File: src/rtl/sprite_pixel_fetch.sv
`default_nettype none
// ============================================================================
// Module   : sprite_pixel_fetch
// Purpose  : Consumer side of the sprite address interface. Picks the
//            highest-priority active layer (layer 0 = runner, lowest index
//            wins), issues one sprite-ROM read per pixel, maps the returned
//            4-bit palette index to 24-bit RGB and registers it pipeline-aligned
//            with the delayed blanking signal. Also keeps a per-frame sticky
//            runner/obstacle collision flag.
// Ports    : pixel_Clk, Reset_n (async, active low)
//            frame_start  - one-cycle pulse at first pixel of a frame
//            blank_n      - active-video qualifier (1 = visible)
//            layer_on     - per-layer hit, LAYERS bits
//            layer_addr   - packed addresses, layer k at [k*ADDR_W +: ADDR_W]
//            rom_addr/rom_rd - registered sprite-ROM read request
//            rom_q        - palette index, valid one cycle after rom_rd
//            Red/Green/Blue, pix_valid - colour output, 3-cycle latency
//            collision    - sticky runner-versus-obstacle hit
// Config   : SPRITE_FETCH_TRANSPARENT_EN - when defined, palette index 0 is
//            transparent (BG_RGB, never collides); otherwise index 0 is black
//            and collision is a bounding-box overlap test.
// Revision : 1.0 - initial release
// ============================================================================
module sprite_pixel_fetch #(
    parameter int          LAYERS = 4,
    parameter int          ADDR_W = 18,
    parameter logic [23:0] BG_RGB = 24'hF7F7F7
) (
    input  logic                     pixel_Clk,
    input  logic                     Reset_n,
    input  logic                     frame_start,
    input  logic                     blank_n,
    input  logic [LAYERS-1:0]        layer_on,
    input  logic [LAYERS*ADDR_W-1:0] layer_addr,
    output logic [ADDR_W-1:0]        rom_addr,
    output logic                     rom_rd,
    input  logic [3:0]               rom_q,
    output logic [7:0]               Red,
    output logic [7:0]               Green,
    output logic [7:0]               Blue,
    output logic                     pix_valid,
    output logic                     collision
);

    localparam int c_SEL_W = (LAYERS > 1) ? $clog2(LAYERS) : 1;

    // ---------------- S0: priority select ----------------
    logic                w_hit;
    logic [c_SEL_W-1:0]  w_win;
    logic [ADDR_W-1:0]   w_win_addr;

    // Walk from the lowest priority upwards so the lowest set index is the
    // last assignment and therefore wins.
    always_comb begin
        w_hit      = 1'b0;
        w_win      = '0;
        w_win_addr = '0;
        for (int k = LAYERS - 1; k >= 0; k--) begin
            if (layer_on[k]) begin
                w_hit      = 1'b1;
                w_win      = c_SEL_W'(k);
                w_win_addr = layer_addr[k*ADDR_W +: ADDR_W];
            end
        end
    end

    logic               r_sel_valid;
    logic [c_SEL_W-1:0] r_sel_layer;
    logic               r_others_on;
    logic               r_blank_d1;

    always_ff @(posedge pixel_Clk or negedge Reset_n) begin
        if (!Reset_n) begin
            rom_addr    <= '0;
            rom_rd      <= 1'b0;
            r_sel_valid <= 1'b0;
            r_sel_layer <= '0;
            r_others_on <= 1'b0;
            r_blank_d1  <= 1'b0;
        end else begin
            rom_rd      <= w_hit;
            r_sel_valid <= w_hit;
            r_sel_layer <= w_win;
            r_others_on <= |layer_on[LAYERS-1:1];
            r_blank_d1  <= blank_n;
            // Address holds when idle so the ROM bus does not toggle.
            if (w_hit) begin
                rom_addr <= w_win_addr;
            end
        end
    end

    // ---------------- S1: ROM data return ----------------
    // The ROM registers its output on the same edge that moves the S0
    // sideband into these registers, so rom_q and the *_d registers are
    // aligned and together form the S1 stage.
    logic               r_sel_valid_d;
    logic [c_SEL_W-1:0] r_sel_layer_d;
    logic               r_others_on_d;
    logic               r_blank_d2;

    always_ff @(posedge pixel_Clk or negedge Reset_n) begin
        if (!Reset_n) begin
            r_sel_valid_d <= 1'b0;
            r_sel_layer_d <= '0;
            r_others_on_d <= 1'b0;
            r_blank_d2    <= 1'b0;
        end else begin
            r_sel_valid_d <= r_sel_valid;
            r_sel_layer_d <= r_sel_layer;
            r_others_on_d <= r_others_on;
            r_blank_d2    <= r_blank_d1;
        end
    end

    // Stale ROM data is masked when no read was issued for this pixel.
    logic [3:0] w_idx;
    assign w_idx = r_sel_valid_d ? rom_q : 4'd0;

    // ---------------- S2: palette ----------------
    logic [23:0] w_rgb;

    always_comb begin
        w_rgb = BG_RGB;
        if (r_sel_valid_d) begin
            case (w_idx)
`ifdef SPRITE_FETCH_TRANSPARENT_EN
                4'd0:    w_rgb = BG_RGB;
`else
                4'd0:    w_rgb = 24'h000000;
`endif
                4'd1:    w_rgb = 24'h535353;
                4'd2:    w_rgb = 24'hFFFFFF;
                4'd3:    w_rgb = 24'hACACAC;
                default: w_rgb = 24'h000000;
            endcase
        end
    end

    always_ff @(posedge pixel_Clk or negedge Reset_n) begin
        if (!Reset_n) begin
            Red       <= 8'd0;
            Green     <= 8'd0;
            Blue      <= 8'd0;
            pix_valid <= 1'b0;
        end else begin
            pix_valid <= r_blank_d2;
            if (r_blank_d2) begin
                Red   <= w_rgb[23:16];
                Green <= w_rgb[15:8];
                Blue  <= w_rgb[7:0];
            end else begin
                Red   <= 8'd0;
                Green <= 8'd0;
                Blue  <= 8'd0;
            end
        end
    end

    // ---------------- Collision ----------------
    logic w_col_set;

`ifdef SPRITE_FETCH_TRANSPARENT_EN
    assign w_col_set = r_sel_valid_d && (r_sel_layer_d == '0) && r_others_on_d
                       && r_blank_d2 && (w_idx != 4'd0);
`else
    assign w_col_set = r_sel_valid_d && (r_sel_layer_d == '0) && r_others_on_d
                       && r_blank_d2;
`endif

    // A set in the same cycle as frame_start wins so a hit on the first
    // pixel of a frame is not lost.
    always_ff @(posedge pixel_Clk or negedge Reset_n) begin
        if (!Reset_n) begin
            collision <= 1'b0;
        end else if (w_col_set) begin
            collision <= 1'b1;
        end else if (frame_start) begin
            collision <= 1'b0;
        end
    end

endmodule
`default_nettype wire

File: config.mk
export PLATFORM = sky130hd
export DESIGN_NAME = sprite_pixel_fetch
export DESIGN_NICKNAME = d
export VERILOG_FILES = /design/src/rtl/sprite_pixel_fetch.sv
export SDC_FILE = /design/constraint.sdc
export NUM_CORES = 1
export LEC_CHECK = 0
export CORE_AREA = 2 2 71 79
export DETAILED_ROUTE_END_ITERATION = 6
export DIE_AREA = 0 0 73 81
export PLACE_DENSITY = 0.83
export SKIP_LAST_GASP = 1
export SYNTH_ARGS = -nofsm -noshare
export SYNTH_HDL_FRONTEND = slang
export SYNTH_SLANG_ARGS = --single-unit
File: constraint.sdc
create_clock -name pixel_Clk -period 1.35 [get_ports pixel_Clk]
set_clock_uncertainty 0.1 [all_clocks]
set_input_delay 0.135 -clock pixel_Clk [delete_from_list [all_inputs] [get_ports pixel_Clk]]
set_output_delay 0.135 -clock pixel_Clk [all_outputs]
set_load 0.02 [all_outputs]
==> results of run 1 <==
## registers in the layout, summed over array words and instances, names as in the netlist, 2 cells and up
| name | count |
|---|---|
| rom_addr | 18 |
| Blue | 3 |
| r_sel_layer | 2 |
| r_sel_layer_d | 2 |
## power by group
part / leakage, nW / internal (mW) / switching, mW / total, mW
logic: 1.08 / 0.416 / 0.330 / 0.746
registers: 0.384 / 1.06 / 0.0376 / 1.10
clock network: 0.0439 / 0.355 / 0.369 / 0.724
## cell families after synthesis
family          Yosys count  share of synthesized area (%)
flops                    33                           43.8
simple gates             64                           21.7
compound gates           59                           21.1
xor+xnor                  1                          0.465
buf+inv                  37                           12.9
## repair_timing
action	in CTS	in global routing
hold buffers	1	0
hold endpoints to repair	33	0
gates cloned	0	0
buffers inserted	2	0
pin swaps	1	1
endpoints found under the setup margin	63	39
gates resized for setup	49	29
## layer usage
metal | track usage [%] | routed length, um | up-vias
met2 | 35.0 | 2860 | 81
met4 | 6.67 | 108 | 0
li1 | - | - | 890
met5 | 0 | 0 | -
met1 | 19.4 | 1990 | 832
met3 | 4.71 | 347 | 12
## path summary, 6_finish.rpt
| check | from | slack [ns] | end | depth (start not counted) |
|---|---|---|---|---|
| hold reg to reg | r_others_on | 0.25 | r_others_on_d | 0 |
| max in group asynchronous | Reset_n | 0.59 | rom_addr[15] | 3 |
| min in group pixel_Clk | layer_on[3] | 0.16 | r_others_on | 3 |
| setup reg to reg | r_blank_d2 | 0.42 | collision | 3 |
| setup / recovery | Blue[5] | 0.03 | Red[7] | 1 |
| hold / removal | Reset_n | 0.13 | r_sel_layer_d[0] | 2 |
## area by class of cell
| class | instances | area, um^2 |
|---|---|---|
| timing repair buffer | 146 | 1340 |
| inverter | 4 | 15.0 |
| multi-input combinational | 124 | 816 |
| clock inverter | 3 | 17.5 |
| clock buffer | 5 | 68.8 |
| sequential | 33 | 826 |
| fill | 480 | 2060 |
| tap | 60 | 75.1 |
## cells in the mapped netlist
library cell	instances	area share, %
dfrtp_1	33	44
buf_4	23	9.2
nand2_1	20	4.0
a211oi_1	17	6.8
a21o_1	17	6.8
and3b_1	17	7.9
nor2b_1	17	5.6
o21ai_1	17	4.5
clkbuf_1	6	1.2
inv_1	4	0.80
nor2_1	4	0.80
a21oi_1	3	0.80
a21boi_0	2	0.80
buf_2	2	0.53
buf_6	2	1.2
nor3_1	2	0.53
a221o_1	1	0.53
a22o_1	1	0.46
a2bb2oi_1	1	0.46
nand3b_1	1	0.40
nor3b_4	1	1.0
nor4_4	1	1.1
or3_1	1	0.33
xor2_1	1	0.46
## through the flow
stage	hold slack, ns	cell area [um^2]	setup slack (ns)	setup TNS, ns
6_report	0.132	3160	0.0271	0
3_3_place_gp	-0.107	3130	-0.447	-8.00
5_1_grt	0.137	3160	-0.0326	-0.197
2_1_floorplan	-0.261	1880	0.262	0
4_1_cts	0.128	3200	-0.0405	-0.357
3_5_place_dp	-0.104	3130	-0.522	-9.23
==> metrics.md, run 1 <==
| Metric | Value |
|---|---|
| Share of cells above drive strength 1 | a little over an eighth |
| Initial antenna violation count | 0 |
| Grt total ovfl | 0 |
| Vias in the first global route | around 1800 |
| Die width | roughly 73 um |
| Initial Util | 36.1% |
| Status | finished clean |
| Max-cap violation count | 0 |
| # setup viols final | 0 |
| CP peak stage delay | 0.44 ns |
| DR vias | ~1800 |
| CP Data Required Time | roughly 1.1 ns |
| Routed WL | between 5000 and 6000 um |
| Count of different cell masters after synthesis | 24 |
| Clk slew on worst S/H paths | ~0.07 ns |
| Most frequent cells in the layout | 79 x clkdlybuf4s50_1, 33 x dfrtp_1, 33 x dlygate4sd2_1, 20 x nand2_1 |
| Most common cell after layout, fill and taps aside | clkdlybuf4s50_1 |
| Number of synthesis warnings | 0 |
| Vias/cell | between 4 and 5 |
| Largest net degree at the start of global routing | 21 |
| Placed cells | 364 |
| GPL Wtd Cong | ~0.75 |
| Critical path data arrival time | ~1.1 ns |
| Worst setup SP type | flip-flop |
| Util after Layout | roughly three fifths |
| Hold/Removal Path Class | input port to asynchronous set/reset pin |
| Overall power | ~2.6 mW |
| Final std cells w/o fill | 375 |
| Hpwl dp | 4200 um |
| Synth Net Count | between 200 and 300 |
| Tmin final | roughly 1.3 ns |
| Final ANT Viol Nets | 0 |
| # IOs | about 130 |
| Final Cycle Share | a little under 100% |
| Clock Tree Buf Depth | 2 |
| Slew margin rel. | 78.1% |
| Die H | between 80 and 90 um |
| Crit Path Class | flip-flop to output port |
| Count of standard-cell rows | 28 |
| CTS Buf Count | 5 |
| Fin. Hold Viols | 0 |
| CP Capture Type | output port |
| Synth Cell Area | 1880 um^2 |
| CP cell instances | dlygate4sd2_1 |
| Power Density | 814 nW/um^2 |
| Antenna Cells | 0 |
| CTS tree | built |
| Yosys reg bits | 33 |
| Leakage | 1.50 nW |
| Post-synthesis sequential area ratio | 43.8% |
| Count of buffer and inverter cells on the critical path | 1 |
| CTS Sinks | 33 |
| Slew @ Worst Pin | 0.326 ns |
| First-pass GRT wire length | between 8000 and 9000 um |
| Number of DRC violations after detailed-routing iteration 0 | roughly 60 |
| Clock Latency Late Sink | around 0.29 ns |
| Post-synthesis cell count | approximately 190 |
| Clock root buffer | clkbuf_8 |
| Max Slew Vio Count | 0 |
| I/O Buffers | roughly 130 |
| Syn Area/Cell | between 9 and 10 um^2 |
| Max VDD drop | approximately 0.00044 V |
| H-tree depth | 2 |
| RSZ-0062 raised after global routing | true |
| DR WL/cell | between 10 and 15 um |
| Total die area | ~6000 um^2 |
| Crit path max-delay family | flip-flops |
| DRC errors left | 0 |
| Drt pass-1 iters | 3 |
| Nets | 398 |
| Crit Path Max Fanout | 9 |
| Core box area | 5220 um^2 |
| Global-route usage over all layers | a little under a fifth |
| Slowest-stage cell, CP | dfrtp_1 |
| Fmax | approximately 760 MHz |
| Layout Area Growth over Synthesis | 67.6% |
No activity file was read; power rests on OpenSTA's default activity.
==> run 2: changes to the inputs <==
--- a/config.mk
+++ b/config.mk
@@ -5,9 +5,11 @@
 export SDC_FILE = /design/constraint.sdc
 export NUM_CORES = 1
 export LEC_CHECK = 0
+export CAP_MARGIN = 5
 export CORE_AREA = 2 2 71 79
 export DETAILED_ROUTE_END_ITERATION = 6
 export DIE_AREA = 0 0 73 81
+export GPL_TIMING_DRIVEN = 0
 export PLACE_DENSITY = 0.83
 export SKIP_LAST_GASP = 1
 export SYNTH_ARGS = -nofsm -noshare
==> run 2 against run 1 <==
Cell area up 8.0%. Wire length up 6.6%. Via count up 6.0%. Critical endpoint is now Green[0]. Non-clock buffer count up 25. Highest routed layer unchanged. Global-route usage up 0.54 points. Critical path type unchanged. Worst setup slack worse by 0.00052 ns.
==> metrics.md, run 2 (synthesized netlist as in run 1, its figures left out) <==
| Metric | Value |
|---|---|
| Power Density | 764 nW/um^2 (was 814 nW/um^2) |
| Clock Latency Late Sink | 0.28 ns (was 0.29 ns) |
| Vias in the first global route | 1855 (was 1826) |
| Hold path start | blank_n |
| Number of DRC violations after detailed-routing iteration 0 | 58 (was 59) |
| CTS Sinks | 33 (unchanged) |
| # setup viols final | 0 (unchanged) |
| Leakage | 1.60 nW (was 1.50 nW) |
| Util after Layout | 65.4% (was 60.5%) |
| CP Launch Point | Blue[6] (was Blue[5]) |
| Share of cells above drive strength 1 | 22.1% (was 13.0%) |
| Antenna Cells | 0 (unchanged) |
| Grt total ovfl | 0 (unchanged) |
| Area of the multi-input gates | 826 um^2 (was 816 um^2) |
| Register area | 828 um^2 (was 826 um^2) |
| Die width | 73 um (unchanged) |
| Biggest regs | rom_addr (18), Blue (3) (unchanged) |
| # IOs | 129 (unchanged) |
| Most common cell after layout, fill and taps aside | clkdlybuf4s50_1 (unchanged) |
| Vias/cell | 4.81 (was 4.84) |
| Core box area | 5220 um^2 (unchanged) |
| Worst setup SP type | flip-flop (unchanged) |
| Drt pass-1 iters | 4 (was 3) |
| Max VDD drop | 0.000469 V (was 0.000441 V) |
| Hold Path Depth | 1 |
| GPL Wtd Cong | 0.754 (was 0.746) |
| I/O Buffers | 128 (unchanged) |
| FF-to-FF End | collision (unchanged) |
| Crit Path Class | flip-flop to output port (unchanged) |
| CP Capture Type | output port (unchanged) |
| CTS Buf Count | 5 (unchanged) |
| Setup TNS Final | 0 ns (unchanged) |
| Die H | 81 um (unchanged) |
| Fillers | 452 (was 480) |
| Critical path data arrival time | 1.09 ns (about the same) |
| Count of standard-cell rows | 28 (unchanged) |
| Final ANT Viol Nets | 0 (unchanged) |
| Hpwl dp | 4280 um (was 4200 um) |
| Nets | 423 (was 398) |
| Layout Area Growth over Synthesis | 81.1% (was 67.6%) |
| Final Cycle Share | 98.0% (about the same) |
| DR WL/cell | 14.1 um (was 14.2 um) |
| Tmin final | 1.32 ns (about the same) |
| Clock root buffer | clkbuf_8 (unchanged) |
| DRC errors left | 0 (unchanged) |
| Status | finished clean (unchanged) |
| Worst R2R Path Depth | 3 (unchanged) |
| Largest net degree at the start of global routing | 34 (was 21) |
| RSZ-0062 raised after global routing | true (unchanged) |
| FF-to-FF setup slack | 0.40 ns (was 0.42 ns) |
| Worst reg2reg path startpoint | r_blank_d2 (unchanged) |
| Max Slew Vio Count | 0 (unchanged) |
| Global-route usage over all layers | 19.0% (was 18.5%) |
| Max reg flops | 18 (unchanged) |
| Clock Tree Buf Depth | 2 (unchanged) |
| Slew @ Worst Pin | 0.728 ns (was 0.326 ns) |
| CP Data Required Time | 1.12 ns (about the same) |
| Post-route cell area | 3410 um^2 (was 3160 um^2) |
| First-pass GRT wire length | 8590 um (was 8370 um) |
| Area post-placement | 3240 um^2 (was 3130 um^2) |
| Fmax | 756 MHz (about the same) |
| Initial Util | 36.1% (unchanged) |
| Hold/Removal Path Class | input port to flip-flop (was input port to asynchronous set/reset pin) |
| Most frequent cells in the layout | 78 x clkdlybuf4s50_1, 31 x dfrtp_1, 27 x buf_4, 26 x buf_6, 26 x dlygate4sd2_1 (was 79 x clkdlybuf4s50_1, 33 x dfrtp_1, 33 x dlygate4sd2_1, 20 x nand2_1) |
| Initial antenna violation count | 0 (unchanged) |
| H-tree depth | 2 (unchanged) |
| Max-cap violation count | 0 (unchanged) |
| Slew margin rel. | 51.5% (was 78.1%) |
| Total die area | 5910 um^2 (unchanged) |
| Largest register by flop count | rom_addr (unchanged) |
| DR vias | 1923 (was 1815) |
| Routed WL | 5660 um (was 5310 um) |
| CTS tree | built (unchanged) |
| Hold path endpoint | r_blank_d1 |
| Crit Path Max Fanout | 6 (was 9) |
| Fin. Hold Viols | 0 (unchanged) |
| Clk slew on worst S/H paths | 0.06 ns (was 0.07 ns) |
## run 2: cell count changes in the layout (fill, tap and decap cells not counted), moves of 5 or more
cell           previous run  this run
buf_4                    12        27
clkbuf_2                 13         3
buf_6                     4        26
clkbuf_1                  0         5
dlygate4sd2_1            33        26
## run 2: area by class of cell
cell class / instances / area share, %
timing repair buffer: 138 / 39.4
buffer: 33 / 7.08
tap: 60 / 2.20
sequential: 33 / 24.3
clock inverter: 2 / 0.293
inverter: 4 / 0.440
multi-input combinational: 124 / 24.2
clock buffer: 6 / 2.13
## run 2: worst max path at each step
stage	endpoint	cells after the start
6_report	Green[0]	3
5_1_grt	Green[0]	3
4_1_cts	Green[0]	3
3_5_place_dp	rom_addr[9]	5
3_3_place_gp	rom_addr[2]	1
2_1_floorplan	rom_addr[15]	5
## run 2: power by group
part           switching, mW  internal [mW]  leakage, nW  total, mW
Combinational          0.349          0.467         1.18      0.816
Sequential            0.0347           1.06        0.381       1.10
Clock                  0.334          0.357       0.0450      0.690
Total                  0.718           1.89         1.60       2.61
## run 2: worst max-delay path, stage by stage, from the launching register on
cell and delay (ns):
dfrtp_2 0.42, buf_6 0.13, buf_4 0.12, clkbuf_2 0.14
## run 2: routing by layer
metal,GRT usage (%),share of wire [%],wire (um)
met5,0,0,0
met4,6.48,1.5,85
met3,4.47,5.8,327
met2,35.3,54,3030
met1,20.9,39,2210
## run 2: what timing repair did
| item | CTS | global route |
|---|---|---|
| endpoints found under the hold margin | 33 | 0 |
| hold buffers | 1 | 0 |
| setup buffers | 9 | 0 |
| setup endpoints to repair | 66 | 24 |
| pin swaps | 1 | 0 |
| resized for setup | 115 | 56 |
| cloned | 0 | 0 |
## run 2: per-stage QoR
stage          cells  hold slack (ns)  power [mW]  setup slack, ns
3_3_place_gp     382            0.232        1.94           -0.612
2_1_floorplan    194           -0.261        1.45            0.262
4_1_cts          400            0.197        2.60           -0.145
5_1_grt          400            0.199        2.75          -0.0183
6_report         400            0.213        2.61           0.0266
3_5_place_dp     382            0.136        1.95           -0.559
==> run 3: changes to the inputs <==
--- a/config.mk
+++ b/config.mk
@@ -6,11 +6,11 @@
 export NUM_CORES = 1
 export LEC_CHECK = 0
 export CAP_MARGIN = 5
-export CORE_AREA = 2 2 71 79
+export CORE_AREA = 2 2 78 72
 export DETAILED_ROUTE_END_ITERATION = 6
-export DIE_AREA = 0 0 73 81
+export DIE_AREA = 0 0 80 74
 export GPL_TIMING_DRIVEN = 0
-export PLACE_DENSITY = 0.83
+export PLACE_DENSITY = 0.84
 export SKIP_LAST_GASP = 1
 export SYNTH_ARGS = -nofsm -noshare
 export SYNTH_HDL_FRONTEND = slang
==> run 3 against run 2 <==
Clock power is 38% higher. Global-route usage up 0.20 points. Cell area is 0.66% lower. Sequential power hardly changed. Combinational power fell by 2%. Critical path depth unchanged. Worst setup slack lost 0.014 ns. Maximum frequency down 1.0%. Wire length is 1.3% lower. Power grew 9.3%. Via count decreased by 1.9%. Sequential share of layout area grew 0.16 points. Highest routed layer unchanged.
==> metrics.md, run 3 (synthesized netlist as in run 1, its figures left out) <==
| Metric | Value |
|---|---|
| Area post-placement | 3240 um^2 (about the same) |
| Register area | 828 um^2 (unchanged) |
| Biggest regs | rom_addr (18), Blue (3) (unchanged) |
| Max reg flops | 18 (unchanged) |
| Fmax | 748 MHz (was 756 MHz) |
| Power Density | 840 nW/um^2 (was 764 nW/um^2) |
| Critical path data arrival time | 1.10 ns (was 1.09 ns) |
| CP Launch Point | Blue[6] (unchanged) |
| Max-cap violation count | 0 (unchanged) |
| Drt pass-1 iters | 4 (unchanged) |
| H-tree depth | 2 (unchanged) |
| Clock root buffer | clkbuf_8 (unchanged) |
| I/O Buffers | 128 (unchanged) |
| Hold/Removal Path Class | input port to flip-flop (unchanged) |
| Share of cells above drive strength 1 | 21.3% (was 22.1%) |
| Number of DRC violations after detailed-routing iteration 0 | 25 (was 58) |
| Worst setup SP type | flip-flop (unchanged) |
| CTS tree | built (unchanged) |
| # setup viols final | 0 (unchanged) |
| Slew margin rel. | 50.7% (was 51.5%) |
| # IOs | 129 (unchanged) |
| Tmin final | 1.34 ns (was 1.32 ns) |
| DR WL/cell | 13.8 um (was 14.1 um) |
| Vias/cell | 4.66 (was 4.81) |
| Global-route usage over all layers | 19.2% (was 19.0%) |
| Clock Tree Buf Depth | 2 (unchanged) |
| FF-to-FF setup slack | 0.44 ns (was 0.40 ns) |
| CTS Buf Count | 5 (unchanged) |
| Fin Hold WS | 0.213 ns (about the same) |
| Final std cells w/o fill | 405 (was 400) |
| Fillers | 465 (was 452) |
| Die width | 80 um (was 73 um) |
| CP Data Required Time | 1.12 ns (about the same) |
| Fin. Hold Viols | 0 (unchanged) |
| Largest net degree at the start of global routing | 34 (unchanged) |
| Grt total ovfl | 0 (unchanged) |
| Final Cycle Share | 99.0% (was 98.0%) |
| DR vias | 1887 (was 1923) |
| Initial Util | 36.7% (was 36.1%) |
| Hpwl dp | 4270 um (was 4280 um) |
| Worst reg2reg path startpoint | r_blank_d2 (unchanged) |
| Clk slew on worst S/H paths | 0.06 ns (about the same) |
| Initial antenna violation count | 0 (unchanged) |
| RSZ-0062 raised after global routing | true (unchanged) |
| Nets | 421 (was 423) |
| Crit Path Class | flip-flop to output port (unchanged) |
| Hold path start | blank_n (unchanged) |
| Vias in the first global route | 1915 (was 1855) |
| Routed WL | 5580 um (was 5660 um) |
| Antenna Cells | 0 (unchanged) |
| Max VDD drop | 0.000404 V (was 0.000469 V) |
| Most common cell after layout, fill and taps aside | clkdlybuf4s50_1 (unchanged) |
| CP Capture Type | output port (unchanged) |
| GPL Wtd Cong | 0.770 (was 0.754) |
| Layout Area Growth over Synthesis | 79.9% (was 81.1%) |
| Largest register by flop count | rom_addr (unchanged) |
| Leakage | 1.60 nW (about the same) |
| CTS Sinks | 33 (unchanged) |
| Post-route cell area | 3390 um^2 (was 3410 um^2) |
| Max Slew Vio Count | 0 (unchanged) |
| Count of standard-cell rows | 25 (was 28) |
| Clock Latency Late Sink | 0.28 ns (about the same) |
| Crit Path Max Fanout | 6 (unchanged) |
| Setup TNS Final | 0 ns (unchanged) |
| Core box area | 5130 um^2 (was 5220 um^2) |
| Placed cells | 389 (was 382) |
| First-pass GRT wire length | 8710 um (was 8590 um) |
| Area of the multi-input gates | 821 um^2 (was 826 um^2) |
| Status | finished clean (unchanged) |
| Slew @ Worst Pin | 0.739 ns (was 0.728 ns) |
| Most frequent cells in the layout | 78 x clkdlybuf4s50_1, 31 x dfrtp_1, 31 x buf_4, 26 x dlygate4sd2_1, 20 x nand2_1 (was 78 x clkdlybuf4s50_1, 31 x dfrtp_1, 27 x buf_4, 26 x buf_6, 26 x dlygate4sd2_1) |
| Final ANT Viol Nets | 0 (unchanged) |
| DRC errors left | 0 (unchanged) |
| Total die area | 5920 um^2 (was 5910 um^2) |
| Die H | 74 um (was 81 um) |
==> run 3: cell types whose count changed in the layout (fill, tap and decap cells not counted), sizes merged <==
cell    previous run  this run
buf               56        53
clkbuf            15        17
bufinv             0         1
clkinv             2         0
==> run 3: worst max-delay path, stage by stage (launching register included) <==
cell	delay, ns
dfrtp_2	0.43
buf_12	0.13
buf_4	0.12
clkbuf_2	0.15
==> run 3: metrics by stage <==
stage	util (%)	setup WS, ns	power [mW]
floorplan	-	0.262	1.45
global route	66.1	-0.0224	2.97
detailed placement	63.2	-0.550	1.95
global placement	63.3	-0.618	1.94
CTS	66.0	-0.166	2.87
finish	66.1	0.0129	2.85
==> run 3: path summary, 6_finish.rpt <==
check | end | cells past startpoint
hold / removal | r_blank_d1 | 1
setup / recovery | Red[0] | 3
setup reg to reg | collision | 3
max in group asynchronous | Blue[6] | 2
hold reg to reg | r_blank_d2 | 0
min in group asynchronous | r_others_on | 2
==> run 3: power by group <==
group	internal [mW]	switching (mW)	total [mW]	leakage, nW
Combinational	0.455	0.342	0.797	1.16
Sequential	1.06	0.0352	1.10	0.381
Clock	0.602	0.351	0.952	0.0585
==> run 3: final cells by class <==
type	instances	share of cell area [%]
Clock inverter	1	0.886
Clock buffer	7	2.55
Sequential cell	33	24.4
Inverter	4	0.443
Tap cell	67	2.47
Buffer	33	7.05
Timing Repair Buffer	136	37.9
Multi-Input combinational cell	124	24.2
==> run 3: metal layers <==
layer	global-route usage (%)	wire length [um]
met1	20.7	2060
met2	36.9	2950
met3	6.43	566
met4	3.95	10
met5	0	0
==> run 3: what timing repair did <==
| item | CTS | global route |
|---|---|---|
| gates resized for setup | 110 | 40 |
| endpoints found under the setup margin | 66 | 23 |
| pin swaps | 1 | 0 |
| buffers inserted | 7 | 0 |
| hold buffers | 1 | 0 |
| endpoints found under the hold margin | 33 | 0 |
